<file path="src/rtl/serial_bus_arbiter.sv">
// Two-master arbiter for the bit-serial slave bus: round-robin grant, serial
// slave-select prefix decode, request/response routing and a hold-time limit.
module serial_bus_arbiter #(
   parameter int NUM_SLAVES = 3,
   parameter int SEL_BITS   = 2,
   parameter int TIMEOUT    = 4096
) (
   input  logic                  clk,
   input  logic                  reset,
   input  logic                  m1_req,
   input  logic                  m2_req,
   input  logic                  m1_valid,
   input  logic                  m2_valid,
   input  logic                  m1_addr,
   input  logic                  m2_addr,
   input  logic                  m1_data,
   input  logic                  m2_data,
   input  logic                  m1_wren,
   input  logic                  m2_wren,
   input  logic                  m1_burst,
   input  logic                  m2_burst,
   output logic                  m1_grant,
   output logic                  m2_grant,
   output logic                  m1_ready,
   output logic                  m2_ready,
   output logic                  m1_rvalid,
   output logic                  m2_rvalid,
   output logic                  m1_rdata,
   output logic                  m2_rdata,
   output logic [NUM_SLAVES-1:0] s_valid,
   output logic                  s_addr,
   output logic                  s_data,
   output logic                  s_wren,
   output logic                  s_burst,
   input  logic [NUM_SLAVES-1:0] s_ready,
   input  logic [NUM_SLAVES-1:0] s_rvalid,
   input  logic [NUM_SLAVES-1:0] s_rdata,
   output logic                  timeout,
   output logic                  dec_err
);

   // state   | meaning
   // IDLE    | no owner, arbitrate on any request
   // SEL     | owner granted, shifting in the slave-select prefix
   // XFER    | owner connected to the selected slave
   // RELEASE | one-cycle gap with no grant, round-robin pointer updated
   typedef enum logic [1:0] {IDLE, SEL, XFER, RELEASE} stateType;

   localparam int HOLD_W = (TIMEOUT > 1) ? $clog2(TIMEOUT) : 1;
   localparam int CNT_W  = $clog2(SEL_BITS + 1);

   stateType            stateQ, stateD;
   logic                ownerQ, ownerD;          // 0 = m1, 1 = m2
   logic                lastOwnerQ, lastOwnerD;
   logic [SEL_BITS-1:0] selRegQ, selRegD;
   logic [CNT_W-1:0]    selCntQ, selCntD;
   logic [HOLD_W-1:0]   holdCntQ, holdCntD;
   logic                timeoutQ, timeoutD;
   logic                decErrQ, decErrD;

   logic                ownerReq, ownerValid, ownerAddr;
   logic [SEL_BITS:0]   selShift;
   logic [SEL_BITS-1:0] selNext;
   logic                holdHit, granted;
   logic                selReady, selRvalid, selRdata;
   logic                ownerReady, ownerRvalid, ownerRdata;

   assign ownerReq   = ownerQ ? m2_req   : m1_req;
   assign ownerValid = ownerQ ? m2_valid : m1_valid;
   assign ownerAddr  = ownerQ ? m2_addr  : m1_addr;
   assign selShift   = {selRegQ, ownerAddr};
   assign selNext    = selShift[SEL_BITS-1:0];
   assign holdHit    = (holdCntQ == HOLD_W'(TIMEOUT - 1));
   assign granted    = (stateQ == SEL) || (stateQ == XFER);

   always_ff @(posedge clk or negedge reset) begin
      if (!reset) begin
         stateQ     <= IDLE;
         ownerQ     <= 1'b0;
         lastOwnerQ <= 1'b1;
         selRegQ    <= '0;
         selCntQ    <= '0;
         holdCntQ   <= '0;
         timeoutQ   <= 1'b0;
         decErrQ    <= 1'b0;
      end else begin
         stateQ     <= stateD;
         ownerQ     <= ownerD;
         lastOwnerQ <= lastOwnerD;
         selRegQ    <= selRegD;
         selCntQ    <= selCntD;
         holdCntQ   <= holdCntD;
         timeoutQ   <= timeoutD;
         decErrQ    <= decErrD;
      end
   end

   always_comb begin
      stateD     = stateQ;
      ownerD     = ownerQ;
      lastOwnerD = lastOwnerQ;
      selRegD    = selRegQ;
      selCntD    = selCntQ;
      holdCntD   = holdCntQ;
      timeoutD   = 1'b0;
      decErrD    = 1'b0;
      case (stateQ)
         IDLE: begin
            if (m1_req || m2_req) begin
               ownerD   = (m1_req && m2_req) ? ~lastOwnerQ : m2_req;
               stateD   = SEL;
               selRegD  = '0;
               selCntD  = '0;
               holdCntD = '0;
            end
         end
         SEL, XFER: begin
            holdCntD = holdCntQ + 1'b1;
            // Timeout wins over a simultaneous request drop so the pulse is never lost.
            if (holdHit) begin
               stateD   = RELEASE;
               timeoutD = 1'b1;
            end else if (!ownerReq) begin
               stateD = RELEASE;
            end else if (stateQ == SEL && ownerValid) begin
               selRegD = selNext;
               selCntD = selCntQ + 1'b1;
               if (selCntQ == CNT_W'(SEL_BITS - 1)) begin
                  if (int'(selNext) < NUM_SLAVES) begin
                     stateD = XFER;
                  end else begin
                     stateD  = RELEASE;
                     decErrD = 1'b1;
                  end
               end
            end
         end
         RELEASE: begin
            lastOwnerD = ownerQ;
            stateD     = IDLE;
         end
         default: stateD = IDLE;
      endcase
   end

   always_comb begin
      selReady  = 1'b0;
      selRvalid = 1'b0;
      selRdata  = 1'b0;
      s_valid   = '0;
      for (int i = 0; i < NUM_SLAVES; i++) begin
         if (int'(selRegQ) == i) begin
            selReady   = s_ready[i];
            selRvalid  = s_rvalid[i];
            selRdata   = s_rdata[i];
            s_valid[i] = (stateQ == XFER) && ownerValid;
         end
      end
   end

   assign ownerReady  = (stateQ == SEL) || ((stateQ == XFER) && selReady);
   assign ownerRvalid = (stateQ == XFER) && selRvalid;
   assign ownerRdata  = (stateQ == XFER) && selRdata;

   assign m1_grant  = granted && !ownerQ;
   assign m2_grant  = granted &&  ownerQ;
   assign m1_ready  = ownerReady  && !ownerQ;
   assign m2_ready  = ownerReady  &&  ownerQ;
   assign m1_rvalid = ownerRvalid && !ownerQ;
   assign m2_rvalid = ownerRvalid &&  ownerQ;
   assign m1_rdata  = ownerRdata  && !ownerQ;
   assign m2_rdata  = ownerRdata  &&  ownerQ;

   assign s_addr  = (stateQ == XFER) && ownerAddr;
   assign s_data  = (stateQ == XFER) && (ownerQ ? m2_data  : m1_data);
   assign s_wren  = (stateQ == XFER) && (ownerQ ? m2_wren  : m1_wren);
   assign s_burst = (stateQ == XFER) && (ownerQ ? m2_burst : m1_burst);

   assign timeout = timeoutQ;
   assign dec_err = decErrQ;

endmodule

</file>
<file path="config.mk">
export PLATFORM = sky130hd
export DESIGN_NAME = serial_bus_arbiter
export DESIGN_NICKNAME = d
export VERILOG_FILES = /design/src/rtl/serial_bus_arbiter.sv
export SDC_FILE = /design/constraint.sdc
export NUM_CORES = 1
export LEC_CHECK = 0
export CAP_MARGIN = 20
export CELL_PAD_IN_SITES_DETAIL_PLACEMENT = 2
export CELL_PAD_IN_SITES_GLOBAL_PLACEMENT = 2
export CORE_MARGIN = 2
export CORE_UTILIZATION = 26
export DETAILED_ROUTE_END_ITERATION = 7
export PLACE_DENSITY = 0.81
export SLEW_MARGIN = 20
export SYNTH_ARGS = -nofsm -noshare
export SYNTH_HDL_FRONTEND = slang
export SYNTH_SLANG_ARGS = --single-unit
</file>
<file path="constraint.sdc">
create_clock -name clk -period 1.7 [get_ports clk]
set_input_delay 0.255 -clock clk [delete_from_list [all_inputs] [get_ports clk]]
set_output_delay 0.255 -clock clk [all_outputs]
set_load 0.01 [all_outputs]
</file>
==> impl_metrics.csv <==
group,metric,value,unit
outcome,outcome,"complete, but fails checks",
outcome,violations,"negative setup slack",
critical_path,crit_path_end_kind,"primary output",
sta,slew_headroom,0.744,
floorplanning,rows,27,
route,routed.top_layer,"met4",
cts,clock_path_buffers,2,
placed_design,detailed_place_hpwl,4.10,mm
critical_path,worstPathArrival,1.52,ns
final_layout,utilization,0.432,
final_layout,antenna_cells,0,
final_layout,final_cells,309,
grt,grt_pass1_vias,1664,
logic_synthesis,synth.distinct_cells,45,
cts,clock_sinks,22,
placed_design,dp_cells,298,
grt,grt_pass1_wl,8.72,mm
route,avgRoutedWirePerCell,18.4,um
floorplanning,io_pins,40,
route,wl_met2,3.09,mm
sta,rsz0062_at_grt,"yes",
floorplanning,die_area,6390,um2
logic_synthesis,yosys_warnings,0,
grt,antenna_found_initial,0,
route,vias,1467,
sta,setup_ws,-0.0739,ns
cts,cts_htree_levels,1,
cts,clkTransAtPathRegs,0.08,ns
route,drt_iter0_drc,43,
sta,fin_crit_sh,1.04,
cts,cts_tree,"done",
route,ant_nets,0,
critical_path,required,1.44,ns
placed_design,place_congestion,0.740,
route,wl_met1,2.50,mm
route,avgViaCountPerCell,4.75,
power_and_ir_drop,pwr_density_cell,1570,nW/um2
cts,clkLatencyLatePin,0.26,ns
final_layout,syn_to_final_growth,59.8,%
sta,hold_viol_final,0,
sta,setup_viol,6,
power_and_ir_drop,power_leakage,1.09,nW
logic_synthesis,syn_area,1500,um2
job,drv_cap,0,
route,finalWirelength,5.69,mm
logic_synthesis,syn_nets,195,
grt,grt_max_degree,23,
grt,grt_overflow_total,0,
cts,cts-root-buf,"clkbuf_8",
power_and_ir_drop,peakVddDrop,695,uV
logic_synthesis,synth_cells,166,
critical_path,cp-start-kind,"register",
sta,tightestPinTransition,0.383,ns
placed_design,io_buffers,39,
cts,cts_hold_buffers,0,
grt,grt_usage,0.178,
sta,finalCriticalPeriod,1.77,ns
critical_path,path_class,"reg -> out",
route,wl_met3,79,um
critical_path,crit_fanout,4,
logic_synthesis,synth_flop_cell,"dfrtp_1",
cts,cts_buffers,3,
floorplanning,core,5540,um2
logic_synthesis,syn_area_per_cell,9.03,um2
final_layout,fill_cells,617,
floorplanning,initial_core_util,0.271,
logic_synthesis,ys_seq_area_frac,0.368,
final_layout,nets,267,
logic_synthesis,synth-async-reset-ratio,1.00,
logic_synthesis,synth-edff-count,0,
sta,slew_viol_final,0,
sta,fmax,564,MHz
sta,fin_worst_skew,0.00907,ns
floorplanning,die_h,79.9,um
route,detail_route.first_pass.iterations,4,
logic_synthesis,ys_seq_elements,22,
final_layout,drive_above_1_share,0.418,
route,drc,0,
floorplanning,dieWidth,79.9,um
worst_hold_path,hold_path_class,"in -> async",
[power by group]
group          internal (mW)  switching, mW
Combinational           1.29           1.31
Sequential             0.671          0.153
Clock                  0.167          0.159
[worst paths after layout]
check | startpoint | cells after the start | slack, ns | end
max | selRegQ[1]$_DFFE_PN0P_ | 6 | -0.07 | m1_ready
min | reset | 2 | 0.38 | ownerQ$_DFFE_PN0P_
max reg2reg | stateQ[1]$_DFFE_PN0P_ | 7 | -0.02 | stateQ[1]$_DFFE_PN0P_
min reg2reg | selCntQ[1]$_DFFE_PN0P_ | 2 | 0.53 | selCntQ[1]$_DFFE_PN0P_
max in group asynchronous | reset | 2 | 1.03 | lastOwnerQ$_DFFE_PN1N_
min in group clk | m2_req | 3 | 0.47 | ownerQ$_DFFE_PN0P_
[flip-flops by register name, summed over array words and instances, names as in the netlist]
name and flops:
holdCntQ 12, ownerQ 1, selCntQ 2, stateQ 2, lastOwnerQ 1, selRegQ 2
timeout 1, dec_err 1
[Yosys cell counts, types with 2 or more instances]
cell      instances  area share
xor2_1            4       0.023
nand3_1           8       0.027
clkbuf_1          5       0.013
a21oi_1           4       0.013
inv_1             5       0.013
nand2b_1          2      0.0083
nand2_1          17       0.043
and3_1            5       0.021
o21ai_0           5       0.017
xnor2_1           6       0.035
ha_1              6       0.050
buf_4             2       0.010
buf_2             2      0.0067
nand4_1           2      0.0083
nor2_1           26       0.065
a32o_1            2       0.013
dfrtp_1          21        0.35
nor4_2            2       0.017
o21ai_1           2      0.0067
nor2b_1           5       0.021
nor3b_1           2       0.010
mux2i_1          10       0.067
[area by class of cell]
| class | count | area, um2 | share of cell area |
|---|---|---|---|
| Timing Repair Buffer | 78 | 658 | 0.275 |
| Multi-Input combinational cell | 128 | 1030 | 0.430 |
| Sequential cell | 22 | 553 | 0.231 |
| Tap cell | 72 | 90.1 | 0.0376 |
| Inverter | 5 | 18.8 | 0.00783 |
| Clock buffer | 4 | 45.0 | 0.0188 |
[logic make-up (layout without fill, tap and decap cells)]
family / count (synthesis) / after routing / synth area share
xor+xnor: 10 / 10 / 0.0584
simple gates: 78 / 78 / 0.289
compound gates: 22 / 22 / 0.101
fa+ha+maj: 6 / 6 / 0.0501
flops: 22 / 22 / 0.368
buf+inv: 16 / 87 / 0.0517
mux: 12 / 12 / 0.0818
[metal layers]
metal / track usage / vias up
met2: 0.322 / 12
met1: 0.225 / 743
met3: 0.0283 / 2
li1: - / 710
met5: 0 / -
met4: 0.0271 / 0
[metrics by stage]
stage | hold WS [ns] | worst slack [ns] | setup TNS (ns) | instance area [um2] | total power, mW
2_1_floorplan | -0.0406 | -0.00708 | -0.0131 | 1500 | 1.92
3_3_place_gp | 0.482 | -0.302 | -4.90 | 2170 | 2.83
3_5_place_dp | 0.514 | -0.327 | -6.24 | 2170 | 2.94
4_1_cts | 0.363 | -0.0786 | -0.286 | 2260 | 3.42
5_1_grt | 0.396 | -0.206 | -1.37 | 2400 | 4.07
6_report | 0.377 | -0.0739 | -0.186 | 2400 | 3.75
[cell usage in the layout (no fill, tap or decap), types with 5 or more instances in the layout]
cell type	netlist	routed
buf_4	2	31
buf_6	1	6
nand2_1	17	14
mux2i_1	10	8
nand3_1	8	7
buf_2	2	14
nor2_1	26	23
clkdlybuf4s50_1	0	23
dfrtp_1	21	20
o21ai_1	2	5
[repair_timing]
item | 4_1_cts | 5_1_grt
buffers inserted | 4 | 3
resized for setup | 73 | 40
hold endpoints to repair | 0 | 0
cloned | 0 | 0
pin swaps | 7 | 16
endpoints found under the setup margin | 28 | 29
[critical path, stage by stage (launching register included)]
cell     delay [ns]
dfrtp_2        0.45
buf_12         0.14
mux2i_1        0.11
o21ai_1        0.19
a21oi_2        0.09
nor2_1         0.13
buf_2          0.15
Note: power is estimated with default switching activity, not from simulation.
